==> config.mk <==
export PLATFORM = sky130hd
export DESIGN_NAME = mul_arbiter
export DESIGN_NICKNAME = d
export VERILOG_FILES = /design/src/rtl/mul_arbiter_pkg.sv /design/src/rtl/mul_arbiter_multiplier.sv /design/src/rtl/mul_arbiter.sv
export SDC_FILE = /design/constraint.sdc
export NUM_CORES = 1
export LEC_CHECK = 0
export CAP_MARGIN = 5
export CORE_ASPECT_RATIO = 0.5
export CORE_MARGIN = 10
export CORE_UTILIZATION = 55
export CTS_CLUSTER_DIAMETER = 100
export DETAILED_ROUTE_END_ITERATION = 10
export PLACE_DENSITY = 0.75
export SLEW_MARGIN = 20
export SYNTH_ARGS = -nofsm -noshare
export SYNTH_HDL_FRONTEND = slang
export SYNTH_SLANG_ARGS = --single-unit
==> constraint.sdc <==
create_clock -name clk -period 10.1 [get_ports clk]
set_input_delay 2.02 -clock clk [delete_from_list [all_inputs] [get_ports clk]]
set_output_delay 2.02 -clock clk [all_outputs]
set_load 0.05 [all_outputs]
==> src/rtl/mul_arbiter_pkg.sv <==
// Shared definitions for the multiplier arbitration front-end: FSM states,
// data/ID widths and the hold-counter load helper.
package mul_arbiter_pkg;

    localparam int REQ_ID_W           = 1;
    localparam int DATA_W             = 16;
    localparam int MUL_CYCLES_DEFAULT = 2;
    localparam int CNT_W              = 4;
    localparam int NUM_REQ            = 2;

    typedef enum logic [1:0] {
        IDLE = 2'd0,
        CALC = 2'd1,
        DONE = 2'd2
    } state_t;

    // Value loaded into the hold counter on acceptance. The product is
    // captured when the counter reaches zero, so the operands are held for
    // exactly 'cycles' clock periods. Out-of-range settings are clamped to
    // the 1..15 range the counter can express.
    function automatic logic [CNT_W-1:0] cnt_load(input int cycles);
        int v;
        v = cycles - 1;
        if (v < 0) begin
            v = 0;
        end
        if (v > 14) begin
            v = 14;
        end
        return CNT_W'(v);
    endfunction

endpackage

==> src/rtl/mul_arbiter_multiplier.sv <==
// Shared 16x16 unsigned combinational multiplier. Built as a shift-and-add
// ripple of partial products; the full path is long and is expected to be
// timed as a multicycle path by the surrounding sequencer.
module multiplier
    import mul_arbiter_pkg::*;
(
    input  logic [DATA_W-1:0] a,
    input  logic [DATA_W-1:0] b,
    output logic [DATA_W-1:0] l_m,
    output logic [DATA_W-1:0] r_m
);

    logic [2*DATA_W-1:0] pp [DATA_W];
    logic [2*DATA_W-1:0] product;

    // One partial product per multiplier bit: a shifted into place, or zero.
    generate
        for (genvar gi = 0; gi < DATA_W; gi++) begin : g_pp
            assign pp[gi] = b[gi] ? ({{DATA_W{1'b0}}, a} << gi) : '0;
        end
    endgenerate

    // Ripple accumulation of the partial products into the 32-bit product.
    always_comb begin
        product = '0;
        for (int i = 0; i < DATA_W; i++) begin
            product = product + pp[i];
        end
    end

    assign l_m = product[DATA_W-1:0];
    assign r_m = product[2*DATA_W-1:DATA_W];

endmodule

==> src/rtl/mul_arbiter.sv <==
// Round-robin front-end for the shared multiplier. Two requesters compete
// for the multiplier; the winner's operands are latched and held steady for
// MUL_CYCLES cycles, then the product is registered and returned on a single
// tagged response channel that honours backpressure.
module mul_arbiter
    import mul_arbiter_pkg::*;
#(
    parameter int MUL_CYCLES = MUL_CYCLES_DEFAULT
) (
    input  logic                clk,
    input  logic                rst,
    input  logic                req0_valid,
    input  logic [DATA_W-1:0]   req0_a,
    input  logic [DATA_W-1:0]   req0_b,
    output logic                req0_ready,
    input  logic                req1_valid,
    input  logic [DATA_W-1:0]   req1_a,
    input  logic [DATA_W-1:0]   req1_b,
    output logic                req1_ready,
    output logic                resp_valid,
    output logic [REQ_ID_W-1:0] resp_id,
    output logic [DATA_W-1:0]   resp_lo,
    output logic [DATA_W-1:0]   resp_hi,
    input  logic                resp_ready,
    output logic                busy
);

    state_t              state_reg,      state_next;
    logic [CNT_W-1:0]    cnt_reg,        cnt_next;
    logic [REQ_ID_W-1:0] last_grant_reg, last_grant_next;
    logic [REQ_ID_W-1:0] id_reg,         id_next;
    logic [DATA_W-1:0]   op_a_reg,       op_a_next;
    logic [DATA_W-1:0]   op_b_reg,       op_b_next;
    logic [REQ_ID_W-1:0] resp_id_reg,    resp_id_next;
    logic [DATA_W-1:0]   res_lo_reg,     res_lo_next;
    logic [DATA_W-1:0]   res_hi_reg,     res_hi_next;

    logic                grant_valid;
    logic [REQ_ID_W-1:0] grant_id;
    logic                can_accept;
    logic [NUM_REQ-1:0]  ready_vec;
    logic [NUM_REQ-1:0]  valid_vec;
    logic [DATA_W-1:0]   sel_a;
    logic [DATA_W-1:0]   sel_b;
    logic [DATA_W-1:0]   prod_lo;
    logic [DATA_W-1:0]   prod_hi;

    assign valid_vec = {req1_valid, req0_valid};

    // Round-robin choice: a lone requester wins outright; under contention
    // the requester that was not served last time wins.
    always_comb begin
        grant_valid = 1'b0;
        grant_id    = '0;
        if (req0_valid && req1_valid) begin
            grant_valid = 1'b1;
            grant_id    = ~last_grant_reg;
        end else if (req0_valid) begin
            grant_valid = 1'b1;
            grant_id    = REQ_ID_W'(0);
        end else if (req1_valid) begin
            grant_valid = 1'b1;
            grant_id    = REQ_ID_W'(1);
        end
    end

    // Requests are only taken in IDLE and never while reset is asserted.
    assign can_accept = (state_reg == IDLE) && !rst && grant_valid;

    generate
        for (genvar gi = 0; gi < NUM_REQ; gi++) begin : g_ready
            assign ready_vec[gi] = can_accept && (grant_id == REQ_ID_W'(gi));
        end
    endgenerate

    assign req0_ready = ready_vec[0];
    assign req1_ready = ready_vec[1];

    // Operand mux feeding the op registers; only sampled on a transfer.
    assign sel_a = (grant_id == REQ_ID_W'(1)) ? req1_a : req0_a;
    assign sel_b = (grant_id == REQ_ID_W'(1)) ? req1_b : req0_b;

    // The multiplier sees only the op registers, which are frozen in CALC.
    multiplier u_mul (
        .a   (op_a_reg),
        .b   (op_b_reg),
        .l_m (prod_lo),
        .r_m (prod_hi)
    );

    // Next-state and datapath-load decisions for the accept/hold/respond cycle.
    always_comb begin
        state_next      = state_reg;
        cnt_next        = cnt_reg;
        last_grant_next = last_grant_reg;
        id_next         = id_reg;
        op_a_next       = op_a_reg;
        op_b_next       = op_b_reg;
        resp_id_next    = resp_id_reg;
        res_lo_next     = res_lo_reg;
        res_hi_next     = res_hi_reg;

        case (state_reg)
            IDLE: begin
                if ((ready_vec & valid_vec) != '0) begin
                    op_a_next       = sel_a;
                    op_b_next       = sel_b;
                    id_next         = grant_id;
                    last_grant_next = grant_id;
                    cnt_next        = cnt_load(MUL_CYCLES);
                    state_next      = CALC;
                end
            end
            CALC: begin
                if (cnt_reg == '0) begin
                    res_lo_next  = prod_lo;
                    res_hi_next  = prod_hi;
                    resp_id_next = id_reg;
                    state_next   = DONE;
                end else begin
                    cnt_next = cnt_reg - 1'b1;
                end
            end
            DONE: begin
                if (resp_ready) begin
                    state_next = IDLE;
                end
            end
            default: begin
                state_next = IDLE;
            end
        endcase
    end

    // State and datapath registers with synchronous reset; an in-flight
    // operation is simply dropped when reset arrives.
    always_ff @(posedge clk) begin
        if (rst) begin
            state_reg      <= IDLE;
            cnt_reg        <= '0;
            last_grant_reg <= REQ_ID_W'(1);
            id_reg         <= '0;
            op_a_reg       <= '0;
            op_b_reg       <= '0;
            resp_id_reg    <= '0;
            res_lo_reg     <= '0;
            res_hi_reg     <= '0;
        end else begin
            state_reg      <= state_next;
            cnt_reg        <= cnt_next;
            last_grant_reg <= last_grant_next;
            id_reg         <= id_next;
            op_a_reg       <= op_a_next;
            op_b_reg       <= op_b_next;
            resp_id_reg    <= resp_id_next;
            res_lo_reg     <= res_lo_next;
            res_hi_reg     <= res_hi_next;
        end
    end

    assign resp_valid = (state_reg == DONE);
    assign resp_id    = resp_id_reg;
    assign resp_lo    = res_lo_reg;
    assign resp_hi    = res_hi_reg;
    assign busy       = (state_reg != IDLE);

endmodule

After elaboration in Yosys (flattened, before gate mapping)
Index checks and enable logic that the tools add are counted.
W data, S select, Z words.
{"block": "word_totals", "reg_bits": 73, "input_bits": 69, "output_inout_bits": 37, "elab_cells": 79}
{"block": "classes", "n_addsub": 16, "n_eq_ne": 6, "muxes": 30, "bitwise_logic": 3, "reduce_logical": 15}
{"op": "$add A32 B32 Y32", "n": 8}
{"op": "$mux W16", "n": 3}
{"op": "$add A32 B25 Y32", "n": 1}
{"op": "$add A32 B26 Y32", "n": 1}
{"op": "$add A32 B27 Y32", "n": 1}
{"op": "$add A32 B28 Y32", "n": 1}
{"op": "$add A32 B29 Y32", "n": 1}
{"op": "$add A32 B30 Y32", "n": 1}
{"op": "$add A32 B31 Y32", "n": 1}
{"op": "$mux W31", "n": 1}
{"op": "$mux W30", "n": 1}
{"op": "$mux W29", "n": 1}
{"op": "$mux W28", "n": 1}
{"op": "$mux W27", "n": 1}
{"op": "$mux W26", "n": 1}
{"op": "$mux W25", "n": 1}
{"op": "$mux W24", "n": 1}
{"op": "$mux W23", "n": 1}
{"op": "$mux W22", "n": 1}
{"op": "$mux W21", "n": 1}
{"op": "$mux W20", "n": 1}
{"op": "$mux W19", "n": 1}
{"op": "$mux W18", "n": 1}
{"op": "$mux W17", "n": 1}
{"op": "other kinds (19)", "n": 37}

Logic depth before layout (Yosys ltp)
Gate-level depths: netlist of run 1.
{"block": "logic_depth", "depth_word": 16, "mapped_depth": 22, "ltp_nobuf": 20}

By module
Synthesis of run 1 repeated with hierarchy kept, for this count alone.
{"block": "hier_totals", "cells_unflattened": 1294, "area_unflattened_um2": 11413.4}
{"module": "multiplier", "n_inst": 1, "cells_per_inst": 941, "area_each_um2": 8242.9, "seq_area_each_um2": 0.0}
{"module": "mul_arbiter", "n_inst": 1, "cells_per_inst": 353, "area_each_um2": 3170.5, "seq_area_each_um2": 1461.4}

Least setup slack after synthesis of run 1
Ideal clock, no wire load.
{"block": "synth_timing", "path_kind": "input -> output", "start": "in rst", "end": "out req0_ready", "arrival_time_ps": 3676, "required_ps": 8080, "slack_ps": 4404, "cell_stages": 4, "n_path_buf": 3, "cell_sequence": "clkbuf_1 > clkbuf_1 > buf_1 > nor3_1"}
{"block": "synth_between", "elab_chain_cells": 4}
{"element": "start: declaration", "line_no": "mul_arbiter.sv:11", "rtl": "input logic rst,"}
{"element": "$logic_not A1 Y1", "line_no": "mul_arbiter.sv:68", "rtl": "assign can_accept = (state_reg == IDLE) && !rst && grant_valid;"}
{"element": "$logic_and A1 B1 Y1 (2 in a row)", "line_no": "mul_arbiter.sv:68"}
{"element": "$logic_and A1 B1 Y1", "line_no": "mul_arbiter.sv:72", "rtl": "assign ready_vec[gi] = can_accept && (grant_id == REQ_ID_W'(gi));"}
{"element": "end: declaration", "line_no": "mul_arbiter.sv:15", "rtl": "output logic req0_ready,"}
No other way between the ends.

Worst setup path in the final report of run 1
{"block": "layout_timing", "start": "in req1_valid", "end": "out req1_ready"}
{"block": "layout_between", "elab_chain_cells": 5}
{"element": "start: declaration", "line_no": "mul_arbiter.sv:16", "rtl": "input logic req1_valid,"}
{"element": "$mux W1", "line_no": "mul_arbiter.sv:61", "rtl": "end else if (req1_valid) begin"}
{"element": "$mux W1", "line_no": "mul_arbiter.sv:58", "rtl": "end else if (req0_valid) begin"}
{"element": "$mux W1", "line_no": "mul_arbiter.sv:55", "rtl": "if (req0_valid && req1_valid) begin"}
{"element": "$logic_and A1 B1 Y1", "line_no": "mul_arbiter.sv:68"}
{"element": "$logic_and A1 B1 Y1 *", "line_no": "mul_arbiter.sv:72"}
{"element": "end: declaration", "line_no": "mul_arbiter.sv:19", "rtl": "output logic req1_ready,"}
Every way passes the cells marked *; elsewhere a longest branch is shown, timed or not.

==> impl_metrics.csv, run 1 <==
group,metric,value,unit
sta,min_period,6.27,ns
hold_path,hold_class,"flip-flop to flip-flop",
global_routing,first_global_vias,9413,
job,cap_violations,0,
clock_network,cts_setup_buffers,0,
placement,globalplace.congestion,0.937,
clock_network,cts_buffers,9,
floorplanning,rows,36,
final_layout,finalInstanceArea,0.0127,mm²
sta,hold_violations,0,
floorplanning,dieArea,0.0267,mm²
yosys,synth_ff_type,"dfxtp_1",
sta,finalSetupTns,0,ns
global_routing,grt_pass1_wl,50900,µm
worst_setup_path,cp.arrival,4.25,ns
global_routing,gr-usage-met2,37.8,%
placement,placed_cells,1561,
clock_network,clock_sinks,73,
yosys,synth_fp_nets,1610,
yosys,synth_top_area_cell,"fa_1",
yosys,yosys.cell_count.top_type,"nand2_1",
sta,timing.final.ws_setup,3.83,ns
worst_setup_path,path_class,"input port to output port",
worst_setup_path,crit_path_start_kind,"input port",
worst_setup_path,crit_fanout,35,
clock_network,clk_latency,0.34,ns
final_layout,fin_nets,1670,
sta,rsz0062_at_grt,"no",
global_routing,grtUsageMet1,31.7,%
sta,max-slew-margin-rel,36.1,%
detailed_routing,drt_iter0_markers,739,
global_routing,grt-busiest-layer,"met2",
clock_network,hold_buffers,0,
global_routing,grt_overflow,0,
power_and_ir_drop,peakVddDrop,0.000148,V
clock_network,cts_tree,"built",
floorplanning,initial_core_util,56.6,%
placement,io_buffers,105,
clock_network,htree_levels,3,
detailed_routing,vias,8887,
global_routing,antenna_found_initial,0,
sta,finalMaxSlewViolations,0,
placement,dpl.hpwl,23800,µm
run_status,status,"completed",
global_routing,use_met3,5.03,%
clock_network,cts_resized,0,
detailed_routing,wire_per_inst,19.2,µm
power_and_ir_drop,pwr_density_cell,206,mW/mm²
yosys,synth_commonest_cells,"nand2_1, fa_1, inv_1, and2_1, ha_1",
yosys,synth-warning-count,0,
final_layout,stdcell_count,1577,
yosys,synth.distinct_cells,55,
yosys,synth_top_area_share,35.6,%
global_routing,grt_start_max_net_pins,72,
global_routing,grt.total_usage,23.4,%
clock_network,cts-root-buf,"clkbuf_16",
clock_network,clk_pin_slew,0.06,ns
yosys,syn_area,0.0111,mm²
power_and_ir_drop,power,0.00261,W
sta,min_period_over_period,62.1,%
final_layout,nFillCells,1615,
sta,skew,0.0150,ns
yosys,synth.area.top_cells,"fa_1, dfxtp_1, ha_1",
worst_setup_path,end_kind,"output port",
detailed_routing,dr.pass1.iters,6,
final_layout,diodes,0,
detailed_routing,ant_nets,0,
worst_setup_path,cp.required,8.08,ns
yosys,synth_edf_count,0,
final_layout,layout-drive-gt1-share,3.13,%
yosys,synth-seq-cells,73,
clock_network,cts.path.max_buffers,2,
final_layout,area_delta_synth_final,13.7,%
sta,setup_viol,0,
placement,placed_cell_area,0.0123,mm²
power_and_ir_drop,p_leak,5.95,nW
yosys,synth.yosys.seq_area_share,13.1,%
floorplanning,die_x,221,µm
sta,clock.fmax,159,MHz
sta,tightest_slew,0.957,ns
detailed_routing,drt-total-wl,30300,µm
floorplanning,io_pins,106,
yosys,synthArstFlopShare,0,%
detailed_routing,viasPerCell,5.64,
detailed_routing,route.detailed.drc,0,
floorplanning,core-area,0.0197,mm²
placement,pre_cts_ws,3.82,ns
yosys,syn_avg_cell_area,8.94,µm²
floorplanning,die_h,121,µm
yosys,synthCells,1246,
## critical path, cell delays in order
cell             delay (ns)
clkdlybuf4s50_1        0.49
a21boi_4               0.17
buf_4                  0.50
and3_1                 0.25
clkdlybuf4s50_1        0.81
## per-stage QoR
stage	utilization, %	hold WS, ns
after floorplan	-	0.432
after global placement	62.6	0.438
after detailed placement	62.6	0.444
after CTS	64.3	0.454
after global routing	64.3	0.474
final	64.3	0.451
## path summary, 6_finish.rpt
check                    from  slack, ns  cells past startpoint           to
setup / recovery   req1_valid       3.83                      5   req1_ready
hold / removal    resp_hi[13]       0.45                      2  resp_hi[13]
setup reg to reg  op_b_reg[7]       4.05                     18  resp_hi[15]
hold reg to reg   resp_hi[13]       0.45                      2  resp_hi[13]
## area by class of cell
type	instances	area [µm²]	share of cell area [%]
Sequential cell	73	1460	11.5
Tap cell	266	333	2.63
Clock buffer	10	239	1.89
Inverter	197	739	5.84
Multi-Input combinational cell	915	8710	68.8
Clock inverter	6	97.6	0.771
Timing Repair Buffer	110	1080	8.55
## logic make-up (layout without fill, tap and decap cells)
kind of cell,Yosys count,count (layout),share of synthesized area [%]
AO/OA/AOI/OAI,145,145,8.84
XOR/XNOR,21,21,1.65
adder cells (fa/ha/maj),295,295,46.5
buffers and inverters,258,323,8.85
flip-flops,73,73,13.1
multiplexers,33,33,2.96
AND/OR/NAND/NOR,421,421,18.1
## cell usage in the layout (no fill, tap or decap), types with 2 or more instances in the layout
cell type        count
a211oi_1            33
a21o_1               7
a21oi_1             50
a21oi_2              4
a221oi_2             2
a31oi_1              3
and2_1             130
and3_1               5
buf_4                5
bufinv_16            2
clkbuf_16            9
clkdlybuf4s50_1    104
clkinv_4             2
dfxtp_1             73
fa_1               198
ha_1                97
inv_1              197
mux2i_1             33
nand2_1            200
nand2b_1             2
nand3_1             12
nand4_1              6
nor2_1              42
nor2b_1              3
nor3_1              11
nor4b_1              2
o211ai_1             4
o21ai_0              9
o21ai_1              7
o21bai_1             6
or2_2                2
or4b_1               2
xnor2_1             12
xor2_1               9
## power breakdown
group | internal, W | switching (W)
combinational | 0.000672 | 0.00110
clock | 0.000227 | 0.000135
sequential | 0.000340 | 0.000141
## layer usage
| metal | part of all wire, % | routed length [µm] | vias up |
|---|---|---|---|
| li1 | - | - | 4016 |
| met1 | 44 | 13400 | 4442 |
| met2 | 46 | 13900 | 394 |
| met3 | 8.4 | 2540 | 35 |
| met4 | 1.6 | 494 | 0 |
| met5 | 0 | 0 | - |
No activity file was read; power rests on OpenSTA's default activity.
==> inputs of run 2 (changes only) <==
==> constraint.sdc (replaced) <==
create_clock -name clk -period 6.5 [get_ports clk]
set_input_delay 1.3 -clock clk [delete_from_list [all_inputs] [get_ports clk]]
set_output_delay 1.3 -clock clk [all_outputs]
set_load 0.05 [all_outputs]
==> run 2 against run 1 <==
Compared with the run above:
- non-clock buffer count up 13
- setup slack worse by 3.3 ns
- clock-buffer cell count unchanged
==> impl_metrics.csv, run 2 (same netlist as run 1, synthesis figures left out) <==
group,metric,value,unit
clock_network,cts_buffers,9,
power_and_ir_drop,power_frac_clock,12.7,%
floorplanning,die_x,221,µm
sta,skew,0.00716,ns
global_routing,grt_overflow,0,
final_layout,nFillCells,1615,
clock_network,clk_latency,0.35,ns
clock_network,htree_levels,3,
floorplanning,die_h,121,µm
global_routing,grt_pass1_wl,50400,µm
final_layout,diodes,0,
worst_setup_path,path_class,"flip-flop to flip-flop",
clock_network,cts_resized,0,
placement,dpl.hpwl,24900,µm
final_layout,layout-drive-gt1-share,4.00,%
floorplanning,initial_core_util,56.6,%
final_layout,final_core_util,64.7,%
floorplanning,io_pins,106,
clock_network,cts_setup_buffers,0,
sta,clock.fmax,166,MHz
clock_network,cts.path.max_buffers,2,
sta,finalSetupTns,0,ns
clock_network,hold_buffers,0,
floorplanning,rows,36,
final_layout,area_delta_synth_final,14.3,%
worst_setup_path,crit_fanout,17,
final_layout,final_common_cell,"nand2_1",
global_routing,gr-usage-met2,35.9,%
worst_setup_path,crit_path_start_kind,"flip-flop",
global_routing,grt_start_max_net_pins,71,
global_routing,use_met3,9.02,%
clock_network,clock_sinks,73,
detailed_routing,wire_per_inst,19.3,µm
global_routing,grtUsageMet1,30.8,%
detailed_routing,drt_iter0_markers,689,
power_and_ir_drop,p_seq_share,17.8,%
power_and_ir_drop,combPwrFrac,69.5,%
final_layout,fin_nets,1683,
detailed_routing,drt-total-wl,30700,µm
power_and_ir_drop,pwr_density_cell,317,mW/mm²
power_and_ir_drop,swShare,52.7,%
clock_network,clk_pin_slew,0.06,ns
power_and_ir_drop,p_leak,5.99,nW
clock_network,cts-root-buf,"clkbuf_16",
sta,min_period_over_period,92.5,%
placement,globalplace.congestion,0.971,
detailed_routing,viasPerCell,5.52,
power_and_ir_drop,p_int,0.00191,W
floorplanning,dieArea,0.0267,mm²
job,cap_violations,0,
sta,rsz0062_at_grt,"no",
detailed_routing,vias,8775,
detailed_routing,route.detailed.drc,0,
placement,io_buffers,105,
worst_setup_path,cp.arrival,6.29,ns
final_layout,final_cell_mix,"nand2_1, fa_1, inv_1, and2_1, clkdlybuf4s50_1",
sta,min_period,6.01,ns
worst_setup_path,cp.required,6.78,ns
power_and_ir_drop,p_switching,0.00213,W
worst_setup_path,end_kind,"flip-flop",
clock_network,cts_tree,"built",
global_routing,first_global_vias,9340,
floorplanning,core-area,0.0197,mm²
sta,setup_viol,0,
global_routing,grt-busiest-layer,"met2",
final_layout,multi_input_area,0.00871,mm²
power_and_ir_drop,peakVddDrop,0.000280,V
sta,finalMaxSlewViolations,0,
hold_path,hold_class,"flip-flop to flip-flop",
sta,max-slew-margin-rel,44.8,%
run_status,status,"completed",
global_routing,grt.total_usage,23.5,%
detailed_routing,ant_nets,0,
sta,hold_violations,0,
sta,tightest_slew,0.827,ns
global_routing,antenna_found_initial,0,
detailed_routing,dr.pass1.iters,5,
final_layout,seqCellArea,0.00146,mm²
run 2: cell types whose count changed in the layout (fill, tap and decap cells not counted):
cell / before / now
bufinv_16: 2 / 1
buf_4: 5 / 18
clkbuf_1: 0 / 1
clkinvlp_4: 0 / 1
clkbuf_8: 1 / 0
run 2: path summary, 6_finish.rpt:
check	from	endpoint	slack, ns	cells after the start
setup / recovery	op_b_reg[4]	resp_hi[13]	0.49	20
hold / removal	id_reg	resp_id	0.46	2
setup reg to reg	op_b_reg[4]	resp_hi[13]	0.49	20
hold reg to reg	id_reg	resp_id	0.46	2
run 2: area by class of cell:
type	count	area share, %
multi-input combinational	915	68.4
sequential	73	11.5
timing repair buffer	123	9.28
inverter	197	5.81
tap	266	2.61
clock buffer	10	1.80
clock inverter	6	0.590
run 2: stage by stage:
stage	hold WS (ns)	std cells	total power, W	setup slack [ns]	instance area (µm²)
after floorplan	0.432	1246	0.00249	1.14	11100
final	0.455	1590	0.00404	0.488	12700
after global routing	0.481	1590	0.00435	0.182	12700
after global placement	0.440	1574	0.00338	0.626	12400
after CTS	0.454	1590	0.00399	0.545	12700
after detailed placement	0.447	1574	0.00343	0.555	12400
run 2: layer usage:
layer | wire length, µm | vias to the layer above
li1 | - | 4048
met1 | 13300 | 4323
met2 | 13300 | 373
met3 | 3610 | 31
met4 | 448 | 0
met5 | 0 | -
run 2: power groups by stage:
stage                     sequential (W)  clock [W]  combinational, W
after CTS                       0.000712   0.000521           0.00276
after floorplan                 0.000745          0           0.00175
after global placement          0.000714          0           0.00267
after global routing            0.000733   0.000537           0.00308
final                           0.000718   0.000513           0.00281
after detailed placement        0.000721          0           0.00271
run 2: worst max-delay path: stages, from the launching register on:
cell	delay [ns]
dfxtp_1	0.81
nand2_1	0.18
fa_1	0.56
inv_1	0.05
fa_1	0.47
inv_1	0.05
fa_1	0.49
inv_1	0.05
fa_1	0.48
fa_1	0.51
inv_1	0.06
fa_1	0.59
inv_1	0.07
ha_1	0.40
and3_1	0.26
and3_1	0.18
nand3_1	0.09
a21oi_1	0.21
a31oi_1	0.13
xor2_1	0.17
o21ai_1	0.12
